--- src/rtl/wb_fifo_pkg.sv ---
// Shared definitions for the wb_fifo Wishbone mailbox: register map,
// status bit positions, control bit positions and the status word builder.
package wb_fifo_pkg;

   localparam logic [3:0] WB_FIFO_ADR_DATA   = 4'd0;
   localparam logic [3:0] WB_FIFO_ADR_STATUS = 4'd1;

   localparam int WB_FIFO_ST_EMPTY   = 16;
   localparam int WB_FIFO_ST_FULL    = 17;
   localparam int WB_FIFO_CTRL_FLUSH = 0;

   // Pack the STATUS register: [15:0] count, [16] empty, [17] full, rest zero.
   function automatic logic [31:0] wb_fifo_status(input logic [15:0] count,
                                                  input logic        empty,
                                                  input logic        full);
      logic [31:0] word;
      word                   = 32'd0;
      word[15:0]             = count;
      word[WB_FIFO_ST_EMPTY] = empty;
      word[WB_FIFO_ST_FULL]  = full;
      return word;
   endfunction

endpackage

--- src/rtl/wb_fifo_sync.sv ---
// Synchronous FIFO: storage, wrapping pointers and occupancy count.
// Flush beats push beats pop; the bus side never asks for push and pop together.
module fifo_sync #(
   parameter int DEPTH = 16,
   parameter int WIDTH = 32
) (
   input  logic                       clk_i,
   input  logic                       rst_i,
   input  logic                       push_i,
   input  logic                       pop_i,
   input  logic                       flush_i,
   input  logic [WIDTH-1:0]           wdata_i,
   output logic [WIDTH-1:0]           rdata_o,
   output logic                       full_o,
   output logic                       empty_o,
   output logic [$clog2(DEPTH):0]     count_o
);

   localparam int            AW       = $clog2(DEPTH);
   localparam logic [AW:0]   FULL_CNT = (AW+1)'(DEPTH);

   logic [WIDTH-1:0] mem_q [DEPTH];
   logic [AW-1:0]    wr_ptr_q, wr_ptr_d;
   logic [AW-1:0]    rd_ptr_q, rd_ptr_d;
   logic [AW:0]      count_q,  count_d;

   // Storage write on push; contents are deliberately not cleared by reset.
   always_ff @(posedge clk_i) begin
      if (push_i && !rst_i) begin
         mem_q[wr_ptr_q] <= wdata_i;
      end
   end

   // Next pointer and count values for flush, push or pop.
   always_comb begin
      wr_ptr_d = wr_ptr_q;
      rd_ptr_d = rd_ptr_q;
      count_d  = count_q;
      if (flush_i) begin
         wr_ptr_d = '0;
         rd_ptr_d = '0;
         count_d  = '0;
      end else if (push_i) begin
         wr_ptr_d = wr_ptr_q + AW'(1);
         count_d  = count_q + (AW+1)'(1);
      end else if (pop_i) begin
         rd_ptr_d = rd_ptr_q + AW'(1);
         count_d  = count_q - (AW+1)'(1);
      end else begin
         count_d  = count_q;
      end
   end

   // Pointer and count registers with synchronous reset.
   always_ff @(posedge clk_i) begin
      if (rst_i) begin
         wr_ptr_q <= '0;
         rd_ptr_q <= '0;
         count_q  <= '0;
      end else begin
         wr_ptr_q <= wr_ptr_d;
         rd_ptr_q <= rd_ptr_d;
         count_q  <= count_d;
      end
   end

   assign rdata_o = mem_q[rd_ptr_q];
   assign full_o  = (count_q == FULL_CNT);
   assign empty_o = (count_q == '0);
   assign count_o = count_q;

endmodule

--- src/rtl/wb_fifo.sv ---
// Wishbone B4 pipelined responder fronting a 32-bit FIFO mailbox.
// Decodes DATA/STATUS, generates stall, and registers ack, read data and irq.
module wb_fifo
   import wb_fifo_pkg::*;
#(
   parameter int DEPTH = 16
) (
   input  logic        wb_clk_i,
   input  logic        wb_rst_i,
   input  logic        wb_cyc_i,
   input  logic        wb_stb_i,
   input  logic        wb_we_i,
   input  logic [3:0]  wb_adr_i,
   input  logic [31:0] wb_dat_i,
   output logic [31:0] wb_dat_o,
   output logic        wb_stall_o,
   output logic        wb_ack_o,
   output logic        int_fifo_rx
);

   localparam int AW = $clog2(DEPTH);

   logic          req_s, adr_data_s, adr_status_s;
   logic          stall_s, accept_s;
   logic          push_s, pop_s, flush_s;
   logic [31:0]   rdata_s;
   logic          full_s, empty_s;
   logic [AW:0]   count_s;
   logic [16:0]   count_w_s;

   logic          ack_q, ack_d;
   logic [31:0]   dat_q, dat_d;
   logic          irq_q, irq_d;

   fifo_sync #(
      .DEPTH (DEPTH),
      .WIDTH (32)
   ) u_fifo (
      .clk_i   (wb_clk_i),
      .rst_i   (wb_rst_i),
      .push_i  (push_s),
      .pop_i   (pop_s),
      .flush_i (flush_s),
      .wdata_i (wb_dat_i),
      .rdata_o (rdata_s),
      .full_o  (full_s),
      .empty_o (empty_s),
      .count_o (count_s)
   );

   // Bus decode: stall only DATA accesses that cannot complete right now.
   always_comb begin
      req_s        = wb_cyc_i & wb_stb_i;
      adr_data_s   = (wb_adr_i == WB_FIFO_ADR_DATA);
      adr_status_s = (wb_adr_i == WB_FIFO_ADR_STATUS);
      stall_s      = req_s & adr_data_s &
                     ((wb_we_i & full_s) | (!wb_we_i & empty_s));
      accept_s     = req_s & !stall_s;
      push_s       = accept_s & wb_we_i & adr_data_s;
      pop_s        = accept_s & !wb_we_i & adr_data_s;
      flush_s      = accept_s & wb_we_i & adr_status_s &
                     wb_dat_i[WB_FIFO_CTRL_FLUSH];
      count_w_s    = 17'(count_s);
   end

   // Next ack, read data (held unless a read is accepted) and irq level.
   always_comb begin
      ack_d = accept_s;
      dat_d = dat_q;
      irq_d = irq_q;
      if (accept_s && !wb_we_i) begin
         case (wb_adr_i)
            WB_FIFO_ADR_DATA:   dat_d = rdata_s;
            WB_FIFO_ADR_STATUS: dat_d = wb_fifo_status(count_w_s[15:0], empty_s, full_s);
            default:            dat_d = 32'd0;
         endcase
      end else begin
         dat_d = dat_q;
      end
      // Track the count the FIFO will hold after this edge.
      if (flush_s) begin
         irq_d = 1'b0;
      end else if (push_s) begin
         irq_d = 1'b1;
      end else if (pop_s) begin
         irq_d = (count_w_s != 17'd1);
      end else begin
         irq_d = (count_w_s != 17'd0);
      end
   end

   // Output registers; reset cancels any pending ack.
   always_ff @(posedge wb_clk_i) begin
      if (wb_rst_i) begin
         ack_q <= 1'b0;
         dat_q <= 32'd0;
         irq_q <= 1'b0;
      end else begin
         ack_q <= ack_d;
         dat_q <= dat_d;
         irq_q <= irq_d;
      end
   end

   assign wb_stall_o  = stall_s;
   assign wb_ack_o    = ack_q;
   assign wb_dat_o    = dat_q;
   assign int_fifo_rx = irq_q;

endmodule

--- config.mk ---
export PLATFORM = sky130hd
export DESIGN_NAME = wb_fifo
export DESIGN_NICKNAME = d
export VERILOG_FILES = /design/src/rtl/wb_fifo_pkg.sv /design/src/rtl/wb_fifo_sync.sv /design/src/rtl/wb_fifo.sv
export SDC_FILE = /design/constraint.sdc
export NUM_CORES = 1
export LEC_CHECK = 0
export ABC_AREA = 1
export CORE_UTILIZATION = 30
export DETAILED_ROUTE_END_ITERATION = 12
export PLACE_DENSITY = 0.51
export REMOVE_ABC_BUFFERS = 1
export SLEW_MARGIN = 20
export SYNTH_ARGS = -nofsm -noshare
export SYNTH_HDL_FRONTEND = slang
export SYNTH_SLANG_ARGS = --single-unit
export TNS_END_PERCENT = 50
--- constraint.sdc ---
create_clock -name wb_clk_i -period 3.5 [get_ports wb_clk_i]
set_input_delay 0.35 -clock wb_clk_i [delete_from_list [all_inputs] [get_ports wb_clk_i]]
set_output_delay 0.35 -clock wb_clk_i [all_outputs]
set_load 0.005 [all_outputs]
==> key figures, run 1 <==
Status
  – Status: completed

Flow run
  – # Max-Cap Violations: 0

Clocking
  – Post-cts resize count: 0
  – Clock buffer depth: 3
  – Htree depth: 2
  – CTS tree: yes
  – Clk sinks: 563
  – Clock Latency Late Sink: 630 ps
  – Setup Buffers After CTS: 0
  – Cts bufs inserted: 57
  – Clk slew on worst S/H paths: 60 ps
  – Hold Buf Count CTS: 0
  – Root Driver: clkbuf_16

Critical path
  – Slowest stage delay, CP: 510 ps
  – Top cell by count, worst path: inv_1
  – Type of element capturing the critical path: primary output
  – Critical Path Start: u_fifo.count_o[0]$_SDFFE_PP0P_
  – Startpoint types: flip-flop
  – CP cell instances: inv_1 > ha_1 > nand2_4 > nor2_4 > nand2_2 > inv_1 > clkdlybuf4s50_1
  – CP max-delay cell: clkdlybuf4s50_1
  – Crit Path Class: reg -> out
  – CP required: 3150 ps
  – Max FO, Critical Path: 6
  – Worst r2r src: u_fifo.count_o[0]$_SDFFE_PP0P_
  – CP delay by family, top: buffers and inverters
  – Critical path buffer and inverter count: 3
  – Worst Path Arrival: 2240 ps

Synth
  – Flops & latches, synth: 563
  – Leading area contributor after synthesis: edfxtp_1
  – EDFF count, synth: 512
  – Netlist cell types: 35
  – Sequential share of the synthesized area: 67.2%
  – Asr flop ratio synth: 0%
  – Syn_area_per_cell: 10.2 um^2
  – Top cells by area, synth: edfxtp_1 (63%), nand2_1 (12%), nand3_1 (8.2%)
  – Post-Synthesis Cells: 2400
  – Netlist area before placement: 24400 um^2
  – Ys Warns: 0
  – Most used DFF post-synth: edfxtp_1
  – Top-area cell type share of the netlist area: 63.0%

Timing
  – RSZ-0062 raised after global routing: no
  – Final setup fails: 0
  – Pins over their slew limit: 0
  – Tmin final: 2590 ps
  – Worst-Margin Slew: 899 ps
  – FMAX: 386 MHz
  – Final Hold Fails: 0
  – Final setup skew: 24.1 ps
  – Period utilization: 74.1%
  – Normalized max-slew margin: 40.0%
  – Worst setup margin: 906 ps

Final layout
  – Area grow syn2layout: 16.1%
  – Antenna diodes: 0
  – Multi-input logic area: 5940 um^2
  – Share of cells above drive strength 1: 7.80%
  – Flip-flop and latch area: 16400 um^2
  – Fillers: 7964
  – Post-Layout Inst Area: 28300 um^2
  – Final nets: 2505

Drt
  – Remaining DRCs: 0
  – Routed Antenna Nets: 0
  – Routed WL: 61800 um
  – Avg WL per Cell: 17.3 um
  – Drt first pass iters: 5
  – Vias: 16000
  – Vias per Instance: 4.48
  – Initial DRC count: 1068

Global routing
  – Vias in the first global route: 15700
  – All-Layer GR Usage: 14.9%
  – Gr ovfl total: 0
  – First-pass GRT wire length: 94000 um
  – Antenna violations before repair: 1
  – Pin count of the biggest net entering global routing: 129

Floorplanning
  – Die ar.: 82500 um^2
  – Core area: 80500 um^2
  – Initial Util: 30.3%
  – Ports: 76
  – Rows: 104
  – Die Span X: 287 um
  – Chip height: 287 um

Placed design
  – DP Worst Slack: 653 ps
  – DP Area: 26500 um^2
  – # port buffers: 75
  – HPWL after DPL: 34400 um
  – Placer Congestion: 0.783

Pwr
  – Worst vdd ir: 404 uV
  – Pwr Density: 479 nW/um^2
  – Leak: 11.4 nW

Hold path
  – Hold crit path type: in -> reg
  – Min-Delay Startpoint: wb_rst_i
[area by class of cell]
cell class / count / area share (%)
clock inverters: 31 / 1.13
inverters: 418 / 5.58
repair buffers: 115 / 4.44
well taps: 1060 / 4.68
flip-flops and latches: 563 / 57.9
clock buffers: 74 / 5.33
multi-input cells: 1300 / 21.0
[cells in the mapped netlist, types with 2 or more instances]
master,count
dfxtp_1,51
a21oi_2,31
edfxtp_1,512
nand2_4,2
xnor2_1,2
nand2_2,3
nand3_1,402
buf_1,10
nor2_1,20
nor2_4,4
buf_6,5
buf_4,11
inv_2,5
nand4_1,2
buf_2,67
inv_1,412
clkbuf_1,26
nor2_2,2
a21oi_1,16
nand2_1,786
ha_1,9
nor3_1,3
xor2_1,7
[cell families (layout without fill, tap and decap cells)]
logic type / after synthesis / after routing / share of synthesized area, %
and+or+nand+nor: 1230 / 1230 / 21.4
DFF: 563 / 563 / 67.2
buffers and inverters: 537 / 638 / 8.95
AOI/OAI and AO/OA: 52 / 52 / 1.65
adders and majority gates: 9 / 9 / 0.461
xor gates and xnor gates: 9 / 9 / 0.323
[sequential cells by signal (all words and copies together) (netlist names), named ones only]
register	count
int_fifo_rx	1
u_fifo.rd_ptr_q	4
wb_dat_o	32
u_fifo.mem_q	512
wb_ack_o	1
u_fifo.wr_ptr_q	4
u_fifo.count_o	5
[stage by stage]
step / hold WS [ps] / TNS, ps / cells / power [mW] / util [%]
4_1_cts: 229 / 0 / 3561 / 13.7 / 35.2
6_report: 260 / 0 / 3561 / 13.6 / 35.2
2_1_floorplan: 412 / -212870 / 2281 / 7.51 / -
3_5_place_dp: 466 / 0 / 3456 / 7.70 / 32.9
3_3_place_gp: 463 / 0 / 3456 / 7.69 / 32.9
5_1_grt: 252 / 0 / 3561 / 14.0 / 35.2
[report_power, final]
group	switching (mW)	leakage, nW	internal (mW)
registers	0.00318	5.01	7.33
logic	0.155	5.48	0.0612
clock network	2.55	0.896	3.48
total	2.71	11.4	10.9
[worst reg2reg max path: stages, from the launching register on]
cell and delay, ps:
dfxtp_1 440, inv_1 130, ha_1 250, nand2_4 120, o21ai_4 100, nor2_4 170
nand2_1 270, nor2_4 150, buf_4 430
[cells in the final DEF, fill, tap and decap left out, types with 3 or more instances in the layout]
cell,instances
nand2_1,786
edfxtp_1,512
inv_1,410
nand3_1,402
clkdlybuf4s50_1,74
clkbuf_16,57
dfxtp_1,47
a21oi_2,31
buf_4,23
nor2_4,18
buf_12,17
a21oi_1,16
clkbuf_1,15
clkinv_1,11
clkinv_2,11
ha_1,9
xor2_1,7
nor2_1,6
bufinv_16,6
inv_2,4
nand2_2,3
[routing by layer]
| metal | share of wire [%] | vias to the layer above | track usage, % |
|---|---|---|---|
| met2 | 50 | 305 | 26.0 |
| li1 | - | 7847 | - |
| met3 | 4.3 | 72 | 2.21 |
| met5 | 0 | - | 0 |
| met1 | 44 | 7735 | 19.2 |
| met4 | 1.9 | 0 | 4.07 |
[worst paths after layout]
kind	to	slack, ps	cells past startpoint
setup / recovery	wb_stall_o	910	7
hold / removal	u_fifo.count_o[2]$_SDFFE_PP0P_	260	4
setup reg to reg	u_fifo.mem_q[13][23]$_DFFE_PP_	1040	8
hold reg to reg	wb_dat_o[21]$_SDFFE_PP0P_	470	2
Note: power is estimated with default switching activity, not from simulation.
==> run 2, diff against run 1 <==
- clock period: 3.5 -> 2.1 ns (I/O delays scaled with it)
==> run 2 against run 1 <==
  * Global-route usage is 1.3 points higher
  * Cell count rose by 2.9%
  * Worst setup slack lost 780 ps
  * Total power grew 71%
  * Clock-buffer cell count up 6
  * Non-clock buffer count up 97
  * Clock skew fell by 5.1 ps
  * Combinational power up 120%
  * Largest power group unchanged
==> key figures, run 2 (same netlist as run 1, synthesis figures left out) <==
Status
  – Status: completed

Floorplanning
  – Core area: 80500 um^2
  – Rows: 104
  – Chip height: 287 um
  – Die ar.: 82500 um^2
  – Ports: 76
  – Initial Util: 30.3%
  – Die Span X: 287 um

Clocking
  – Clk slew on worst S/H paths: 60 ps
  – Setup Buffers After CTS: 0
  – Hold Buf Count CTS: 0
  – Root Driver: clkbuf_16
  – Clk sinks: 563
  – Clock Latency Late Sink: 620 ps
  – CTS tree: yes
  – Htree depth: 2
  – Cts bufs inserted: 59
  – Clock buffer depth: 3

Timing
  – Worst-Margin Slew: 718 ps
  – Final setup skew: 19.0 ps
  – Tmin final: 1980 ps
  – Pins over their slew limit: 0
  – Final Hold Fails: 0
  – Hold slack: 74.7 ps
  – Period utilization: 94.1%
  – FMAX: 506 MHz
  – Final setup fails: 0
  – Normalized max-slew margin: 52.0%
  – RSZ-0062 raised after global routing: no
  – Worst setup margin: 124 ps

Global routing
  – All-Layer GR Usage: 16.2%
  – Antenna violations before repair: 2
  – Gr ovfl total: 0
  – Vias in the first global route: 16600
  – First-pass GRT wire length: 101000 um
  – Pin count of the biggest net entering global routing: 85

Final layout
  – Max FFs per register: 512
  – Most frequent cells in the layout: nand2_1 (786), edfxtp_1 (512), inv_1 (408), nand3_1 (402), buf_4 (95)
  – Final nets: 2604
  – Finished Core Util: 36.6%
  – Antenna diodes: 0
  – Share of cells above drive strength 1: 11.5%
  – Finished Layout Cells: 3664
  – Most common cell after layout, fill and taps aside: nand2_1
  – Top reg by flops: u_fifo.mem_q
  – Area grow syn2layout: 20.9%

Flow run
  – # Max-Cap Violations: 0

Critical path
  – Critical path buffer and inverter count: 2
  – CP Depth: 8
  – CP max-delay cell: dfxtp_1
  – CP cell instances: inv_2 > ha_2 > nand2_4 > o21ai_4 > nor2_4 > nand3_1 > nor3_2 > buf_12
  – Reg2Reg Depth: 8
  – Type of element capturing the critical path: flip-flop
  – Slowest stage delay, CP: 350 ps
  – Worst Path Arrival: 2270 ps
  – CP required: 2390 ps
  – Max FO, Critical Path: 32
  – Crit Path Class: reg -> reg
  – CP delay by family, top: simple AND/OR/NAND/NOR gates
  – Startpoint types: flip-flop

Placed design
  – DP Worst Slack: -253 ps
  – # port buffers: 75
  – HPWL after DPL: 41600 um
  – Placer Congestion: 0.828
  – Placed cells: 3553

Drt
  – Initial DRC count: 1161
  – Vias: 16400
  – Routed Antenna Nets: 0
  – Drt first pass iters: 5
  – Avg WL per Cell: 18.1 um
  – Routed WL: 66200 um
  – Vias per Instance: 4.48
  – Remaining DRCs: 0

Pwr
  – Pwr Density: 787 nW/um^2
  – Leak: 12.0 nW
  – Worst vdd ir: 631 uV

Hold path
  – Hold crit path type: in -> reg
  – Hold path depth: 3
-- run 2: cell count changes in the layout (fill, tap and decap cells not counted), moves of 3 or more --
| cell | before | now |
|---|---|---|
| clkinv_2 | 11 | 8 |
| clkbuf_8 | 2 | 5 |
| buf_12 | 17 | 42 |
| buf_4 | 23 | 95 |
-- run 2: layout make-up --
class                      count  area, um^2
clock buffer                  80        1610
clock inverter                31         340
fill                        7883       51000
inverter                     418        1580
multi-input combinational   1300        5950
sequential                   563       16400
tap                         1060        1330
timing repair buffer         212        2290
-- run 2: timing repair --
| action | CTS | global route |
|---|---|---|
| setup endpoints to repair | 1 | 1 |
| endpoints found under the hold margin | 0 | 0 |
| gates cloned | 0 | 0 |
| pin swaps | 0 | 0 |
| resized for setup | 6 | 2 |
-- run 2: through the flow --
step | cell area, um^2 | setup TNS [ps] | total power, mW
5_1_grt | 29500 | 0 | 23.9
6_report | 29500 | 0 | 23.2
2_1_floorplan | 23800 | -763670 | 12.5
3_5_place_dp | 27600 | -86830 | 12.9
4_1_cts | 29500 | 0 | 23.5
3_3_place_gp | 27600 | -92700 | 12.9
-- run 2: worst min-delay path, cell delays in order --
cell     delay [ps]
buf_2           150
buf_4           230
a21oi_2          40
-- run 2: per-layer routing --
| layer | track usage, % | wire, um | vias up |
|---|---|---|---|
| met5 | 0 | 0 | - |
| li1 | - | - | 8051 |
| met3 | 2.06 | 2680 | 76 |
| met1 | 21.1 | 29200 | 7959 |
| met4 | 3.87 | 1200 | 0 |
| met2 | 28.3 | 33100 | 334 |
-- run 2: final timing paths --
| path | start | slack [ps] | end |
|---|---|---|---|
| max | u_fifo.count_o[0]$_SDFFE_PP0P_ | 120 | u_fifo.mem_q[11][12]$_DFFE_PP_ |
| min | wb_rst_i | 70 | wb_dat_o[6]$_SDFFE_PP0P_ |
| max reg2reg | u_fifo.count_o[0]$_SDFFE_PP0P_ | 120 | u_fifo.mem_q[11][12]$_DFFE_PP_ |
| min reg2reg | wb_dat_o[29]$_SDFFE_PP0P_ | 460 | wb_dat_o[29]$_SDFFE_PP0P_ |
-- run 2: power by group --
group	switching, mW	internal (mW)	total, mW
logic	0.320	0.156	0.476
clock network	4.34	6.20	10.5
registers	0.00423	12.2	12.2
total	4.66	18.6	23.2
